File: src/rtl/uart_ctrl_pkg.sv
// Shared definitions for the UART controller: memory op codes, default
// baud divider, FSM state encodings and op-code classification helpers.
package uart_ctrl_pkg;

    // Default divider: 50 MHz system clock, 115200 baud.
    localparam int unsigned UART_CLKS_PER_BIT = 434;

    // Memory-stage op codes.
    localparam logic [3:0] MEM_NOP = 4'd0;
    localparam logic [3:0] MEM_LB  = 4'd1;
    localparam logic [3:0] MEM_LBU = 4'd2;
    localparam logic [3:0] MEM_LH  = 4'd3;
    localparam logic [3:0] MEM_LHU = 4'd4;
    localparam logic [3:0] MEM_LW  = 4'd5;
    localparam logic [3:0] MEM_SB  = 4'd6;
    localparam logic [3:0] MEM_SH  = 4'd7;
    localparam logic [3:0] MEM_SW  = 4'd8;

    typedef enum logic [1:0] {
        TX_IDLE  = 2'd0,
        TX_START = 2'd1,
        TX_DATA  = 2'd2,
        TX_STOP  = 2'd3
    } tx_state_t;

    typedef enum logic [1:0] {
        RX_IDLE  = 2'd0,
        RX_START = 2'd1,
        RX_DATA  = 2'd2,
        RX_STOP  = 2'd3
    } rx_state_t;

    // True for any op code that reads the UART data register.
    function automatic logic is_load(input logic [3:0] op);
        case (op)
            MEM_LB, MEM_LBU, MEM_LH, MEM_LHU, MEM_LW: is_load = 1'b1;
            default:                                  is_load = 1'b0;
        endcase
    endfunction

    // True for any op code that writes the UART data register.
    function automatic logic is_store(input logic [3:0] op);
        case (op)
            MEM_SB, MEM_SH, MEM_SW: is_store = 1'b1;
            default:                is_store = 1'b0;
        endcase
    endfunction

endpackage

File: src/rtl/uart_rx.sv
// UART receiver: 2-flop input synchronizer, mid-bit sampling FSM and the
// received-byte holding register with its pending flag.
module uart_rx
    import uart_ctrl_pkg::*;
#(
    parameter int unsigned CLKS_PER_BIT = UART_CLKS_PER_BIT
) (
    input  logic       clk,
    input  logic       rst,
    input  logic       rxd_i,
    input  logic       clear_i,
    output logic [7:0] rx_byte_o,
    output logic       data_ready_o
);

    localparam logic [15:0] BAUD_LAST = 16'(CLKS_PER_BIT - 1);
    localparam logic [15:0] HALF_LAST = 16'((CLKS_PER_BIT / 2) - 1);

    logic        sync1_q, sync2_q, prev_q;
    rx_state_t   state_q, state_d;
    logic [15:0] baud_q, baud_d;
    logic [2:0]  bit_q, bit_d;
    logic [7:0]  shift_q, shift_d;
    logic [7:0]  byte_q, byte_d;
    logic        ready_q, ready_d;

    // Synchronize the asynchronous line and keep one delayed copy for edge detect.
    always_ff @(posedge clk) begin
        if (rst) begin
            sync1_q <= 1'b1;
            sync2_q <= 1'b1;
            prev_q  <= 1'b1;
        end else begin
            sync1_q <= rxd_i;
            sync2_q <= sync1_q;
            prev_q  <= sync2_q;
        end
    end

    // Receiver state, counters and byte holding register.
    always_ff @(posedge clk) begin
        if (rst) begin
            state_q <= RX_IDLE;
            baud_q  <= 16'd0;
            bit_q   <= 3'd0;
            shift_q <= 8'h00;
            byte_q  <= 8'h00;
            ready_q <= 1'b0;
        end else begin
            state_q <= state_d;
            baud_q  <= baud_d;
            bit_q   <= bit_d;
            shift_q <= shift_d;
            byte_q  <= byte_d;
            ready_q <= ready_d;
        end
    end

    // Next-state logic; a completing byte overrides a same-cycle clear.
    always_comb begin
        state_d = state_q;
        baud_d  = baud_q + 16'd1;
        bit_d   = bit_q;
        shift_d = shift_q;
        byte_d  = byte_q;
        ready_d = ready_q & ~clear_i;
        case (state_q)
            RX_IDLE: begin
                baud_d = 16'd0;
                if (prev_q && !sync2_q) begin
                    state_d = RX_START;
                end else begin
                    state_d = RX_IDLE;
                end
            end
            RX_START: begin
                if (baud_q == HALF_LAST) begin
                    baud_d = 16'd0;
                    bit_d  = 3'd0;
                    if (sync2_q) begin
                        state_d = RX_IDLE;
                    end else begin
                        state_d = RX_DATA;
                    end
                end else begin
                    state_d = RX_START;
                end
            end
            RX_DATA: begin
                if (baud_q == BAUD_LAST) begin
                    baud_d  = 16'd0;
                    shift_d = {sync2_q, shift_q[7:1]};
                    bit_d   = bit_q + 3'd1;
                    if (bit_q == 3'd7) begin
                        state_d = RX_STOP;
                    end else begin
                        state_d = RX_DATA;
                    end
                end else begin
                    state_d = RX_DATA;
                end
            end
            RX_STOP: begin
                if (baud_q == BAUD_LAST) begin
                    baud_d  = 16'd0;
                    state_d = RX_IDLE;
                    if (sync2_q) begin
                        byte_d  = shift_q;
                        ready_d = 1'b1;
                    end else begin
                        byte_d  = byte_q;
                    end
                end else begin
                    state_d = RX_STOP;
                end
            end
            default: begin
                state_d = RX_IDLE;
                baud_d  = 16'd0;
                bit_d   = 3'd0;
            end
        endcase
    end

    assign rx_byte_o    = byte_q;
    assign data_ready_o = ready_q;

endmodule

File: src/rtl/uart_ctrl.sv
// Memory-mapped UART: decodes load/store strobes, runs the transmit FSM and
// hosts the receiver sub-module.
module uart_ctrl
    import uart_ctrl_pkg::*;
#(
    parameter int unsigned CLKS_PER_BIT = UART_CLKS_PER_BIT
) (
    input  logic        clk,
    input  logic        rst,
    input  logic        uart_req,
    input  logic [3:0]  uart_op,
    input  logic [31:0] uart_wdata,
    output logic [31:0] uart_rdata,
    output logic        data_ready,
    output logic        tx_ready,
    input  logic        rxd,
    output logic        txd
);

    localparam logic [15:0] BAUD_LAST = 16'(CLKS_PER_BIT - 1);

    logic        load_s, store_s;
    logic [7:0]  rx_byte_s;
    logic        unused_wdata_s;

    tx_state_t   tx_state_q, tx_state_d;
    logic [15:0] baud_q, baud_d;
    logic [2:0]  bit_q, bit_d;
    logic [7:0]  data_q, data_d;
    logic        txd_q, txd_d;

    assign load_s         = uart_req & is_load(uart_op);
    assign store_s        = uart_req & is_store(uart_op);
    assign unused_wdata_s = ^uart_wdata[31:8];

    uart_rx #(.CLKS_PER_BIT(CLKS_PER_BIT)) u_rx (
        .clk          (clk),
        .rst          (rst),
        .rxd_i        (rxd),
        .clear_i      (load_s),
        .rx_byte_o    (rx_byte_s),
        .data_ready_o (data_ready)
    );

    // Transmit state, counters, latched byte and registered line output.
    always_ff @(posedge clk) begin
        if (rst) begin
            tx_state_q <= TX_IDLE;
            baud_q     <= 16'd0;
            bit_q      <= 3'd0;
            data_q     <= 8'h00;
            txd_q      <= 1'b1;
        end else begin
            tx_state_q <= tx_state_d;
            baud_q     <= baud_d;
            bit_q      <= bit_d;
            data_q     <= data_d;
            txd_q      <= txd_d;
        end
    end

    // Transmit next-state logic; stores arriving while busy fall through unused.
    always_comb begin
        tx_state_d = tx_state_q;
        baud_d     = baud_q + 16'd1;
        bit_d      = bit_q;
        data_d     = data_q;
        case (tx_state_q)
            TX_IDLE: begin
                baud_d = 16'd0;
                bit_d  = 3'd0;
                if (store_s) begin
                    tx_state_d = TX_START;
                    data_d     = uart_wdata[7:0];
                end else begin
                    tx_state_d = TX_IDLE;
                end
            end
            TX_START: begin
                if (baud_q == BAUD_LAST) begin
                    tx_state_d = TX_DATA;
                    baud_d     = 16'd0;
                    bit_d      = 3'd0;
                end else begin
                    tx_state_d = TX_START;
                end
            end
            TX_DATA: begin
                if (baud_q == BAUD_LAST) begin
                    baud_d = 16'd0;
                    bit_d  = bit_q + 3'd1;
                    if (bit_q == 3'd7) begin
                        tx_state_d = TX_STOP;
                    end else begin
                        tx_state_d = TX_DATA;
                    end
                end else begin
                    tx_state_d = TX_DATA;
                end
            end
            TX_STOP: begin
                if (baud_q == BAUD_LAST) begin
                    tx_state_d = TX_IDLE;
                    baud_d     = 16'd0;
                end else begin
                    tx_state_d = TX_STOP;
                end
            end
            default: begin
                tx_state_d = TX_IDLE;
                baud_d     = 16'd0;
                bit_d      = 3'd0;
            end
        endcase
    end

    // Line level is derived from the upcoming state so txd changes with the state.
    always_comb begin
        case (tx_state_d)
            TX_IDLE:  txd_d = 1'b1;
            TX_START: txd_d = 1'b0;
            TX_DATA:  txd_d = data_d[bit_d];
            TX_STOP:  txd_d = 1'b1;
            default:  txd_d = 1'b1;
        endcase
    end

    assign txd        = txd_q;
    assign tx_ready   = (tx_state_q == TX_IDLE);
    assign uart_rdata = {24'h000000, rx_byte_s};

endmodule

File: config.mk
export PLATFORM = sky130hd
export DESIGN_NAME = uart_ctrl
export DESIGN_NICKNAME = d
export VERILOG_FILES = /design/src/rtl/uart_ctrl_pkg.sv /design/src/rtl/uart_rx.sv /design/src/rtl/uart_ctrl.sv
export SDC_FILE = /design/constraint.sdc
export NUM_CORES = 1
export LEC_CHECK = 0
export ABC_AREA = 1
export CAP_MARGIN = 40
export CORE_MARGIN = 8
export CORE_UTILIZATION = 52
export CTS_BUF_LIST = sky130_fd_sc_hd__clkbuf_16
export DETAILED_ROUTE_END_ITERATION = 6
export PLACE_DENSITY = 0.84
export SLEW_MARGIN = 20
export SYNTH_ARGS = -nofsm -noshare
export SYNTH_HDL_FRONTEND = slang
export SYNTH_SLANG_ARGS = --single-unit
File: constraint.sdc
create_clock -name clk -period 2.4 [get_ports clk]
set_input_delay 0.48 -clock clk [delete_from_list [all_inputs] [get_ports clk]]
set_output_delay 0.48 -clock clk [all_outputs]
set_load 0.05 [all_outputs]
==> metrics <==
first-pass GRT wire length=13.4 mm; source-to-sink clock delay at the later pin of the worst-skew pair=0.33 ns; vias per inst=4.92; growth of design area from synthesis to finish=17.6%; Seq cells post-synth=71; final estimated routing congestion in global placement=0.892; met3 Usage GRT=0.0464; most heavily used metal layer in global routing=met2; unrepaired setup endpoints after global routing=false; final hold viol count=0; power per cell area=650 nW/um^2; kind of cell adding the most delay to the critical path=buffers and inverters; worst slack at placement=0.159 ns; clk sinks=71; root buffer selected by CTS=clkbuf_16; Worst VDD drop=0.424 mV; Critical Path End Type=output pin; clock power share=0.498; part of the total power dissipated in sequential elements=0.424; synthesis warning total=0; Logic pwr share=0.078; ant diodes=0; worst hold path type=reg -> reg; Max FO, Critical Path=4; Die Span X=100 um; max-cap viol count=0; global route total overflow=0; Critical Path RT=1.92 ns; overall die area=10,100 um^2; aggregate global-route resource usage=0.161; fraction of the yosys area taken by sequential cells=0.384; number of buffers and inverters on the critical path=3; number of buffers on the longest clock path=2; critical path's largest stage delay=0.79 ns; portion of the clock cycle consumed by the worst path in the final layout=0.923; Placed Area=4020 um^2; IO Port Bufs=26; fraction of final layout cells with drive strength greater than 1=0.103; CTS Buf Count=9; Critical Path AT=1.73 ns; clock skew=0.0106 ns; total non-filler cell area in the finished layout=4360 um^2; static leakage=1.90 nW; average routed wire per standard cell=11.8 um; DRT iter0 DRCs=122; antenna violations before repair=0; unique cell type count in the Yosys netlist=41; worst hold-check slack=0.410 ns; Nets=607; mean area per synthesized cell=7.24 um^2; DRT Wirelength=7.72 mm; status=complete, no violations; H-Tree Depth=3; Least-Margin Pin Slew=0.509 ns; max-slew headroom at the worst pin=0.660; kind of critical path=reg -> out; Crit-path slowest cell=clkdlybuf4s50_1; final setup slack of the worst path=0.186 ns; Min Clock Period, post-route=2.21 ns; maximum clock rate=0.452 GHz; DRC violations left=0; reported net switching power=0.000665 W; CTS tree=yes; CORE AREA=6830 um^2; final number of max-transition violations=0; instance count of the mapped netlist=512; Internal=0.00217 W; critical path cell sequence=inv_1 -> nand2_1 -> inv_1 -> clkdlybuf4s50_1; number of global-route vias before repair=3,251; post-route ant nets=0; total setup violations reported at the end of the flow=0; element type at the critical path start=flip-flop; vias after detailed routing=3,205; starting utilization of the core area=0.542; maximum number of pins on one net before global-route repair=22; switching portion of total power=0.235; crit-path most repeated cell=inv_1; Global Route met1 Usage=0.166; clock-pin slew reported for the worst setup and hold paths after clock tree synthesis=0.06 ns; global routing usage on met2=0.292; total half-perimeter wirelength after legalization and detailed placement=5.79 mm; FP Rows=30; number of iterations in the first detailed-routing pass=4; Die Height=100 um; post-synth design cell area=3700 um^2; Sum Neg Setup Slack=0 ns; Boundary Pins=75
==> registers in the layout, indices dropped and copies added, names as in the netlist <==
signal             cells
baud_q                16
bit_q                  3
data_q                 8
tx_state_q             2
txd                    1
u_rx.baud_q           16
u_rx.bit_q             3
u_rx.data_ready_o      1
u_rx.prev_q            1
u_rx.rx_byte_o         8
u_rx.shift_q           8
u_rx.state_q           2
u_rx.sync1_q           1
u_rx.sync2_q           1
==> stage by stage <==
step | instances | power, W | util
global placement | 635 | 0.00144 | 0.589
detailed placement | 635 | 0.00144 | 0.589
finish | 652 | 0.00283 | 0.638
global route | 652 | 0.00293 | 0.638
floorplan | 535 | 0.00142 | -
CTS | 651 | 0.00285 | 0.636
==> cells in the final DEF, fill, tap and decap left out, types with 10 or more instances in the layout <==
cell type,synthesis,layout
clkdlybuf4s50_1,0,26
ha_1,16,16
inv_1,80,80
a21oi_1,29,29
nor2_1,71,70
nand3_1,37,37
buf_4,24,10
o21ai_0,21,21
conb_1,1,24
dfxtp_1,71,68
nand2_1,86,86
==> cell type report <==
type	instances	area [um^2]
flip-flops and latches	71	1430
fillers	583	2470
clock inverters	7	96.3
multi-input cells	350	1840
well taps	96	120
inverters	83	312
repair buffers	36	335
clock buffers	9	225
==> Yosys cell counts, drive strengths merged <==
library cell | number | share of area
a211oi | 4 | 0.011
a21oi | 29 | 0.039
a311o | 1 | 0.0027
a31oi | 1 | 0.0017
and3 | 1 | 0.0017
and3b | 1 | 0.0027
buf | 28 | 0.056
clkbuf | 3 | 0.0030
conb | 1 | 0.0010
dfxtp | 71 | 0.38
ha | 16 | 0.054
inv | 83 | 0.084
nand2 | 90 | 0.094
nand3 | 39 | 0.055
nand3b | 5 | 0.010
nand4 | 8 | 0.017
nor2 | 78 | 0.088
nor3 | 7 | 0.011
nor3b | 6 | 0.012
nor4 | 5 | 0.012
o211a | 1 | 0.0027
o21a | 1 | 0.0020
o21ai | 23 | 0.034
o311ai | 1 | 0.0024
o31ai | 1 | 0.0020
or2 | 2 | 0.0034
xnor2 | 3 | 0.0071
xor2 | 3 | 0.0071
==> path summary, 6_finish.rpt <==
path | cells after the start | slack (ns) | to | from
setup / recovery | 4 | 0.19 | tx_ready | tx_state_q[1]
hold / removal | 1 | 0.41 | u_rx.sync2_q | u_rx.sync1_q
setup reg to reg | 17 | 0.25 | txd | baud_q[1]
hold reg to reg | 1 | 0.41 | u_rx.sync2_q | u_rx.sync1_q
==> metal layers <==
| layer | up-vias | share of wire |
|---|---|---|
| met3 | 12 | 0.052 |
| li1 | 1663 | - |
| met1 | 1459 | 0.42 |
| met4 | 0 | 0.017 |
| met5 | - | 0 |
| met2 | 71 | 0.51 |
==> what timing repair did <==
item | in CTS | in global routing
buffers inserted | 0 | 1
hold buffers | 0 | 0
setup endpoints to repair | 0 | 1
resized for setup | 0 | 4
==> cell families after synthesis <==
logic type / share of synthesized area
compound gates: 0.0976
xor+xnor: 0.0142
fa+ha+maj: 0.0540
buf+inv: 0.143
flops: 0.384
other cells: 0.00101
simple gates: 0.307
==> power by group through the flow <==
stage	Combinational, W	Sequential (W)	Clock, W
after floorplan	0.000189	0.00123	0
after global placement	0.000214	0.00122	0
after detailed placement	0.000217	0.00123	0
after CTS	0.000219	0.00120	0.00143
after global routing	0.000240	0.00120	0.00149
final	0.000221	0.00120	0.00141
Power figures use the tool's default switching activity.
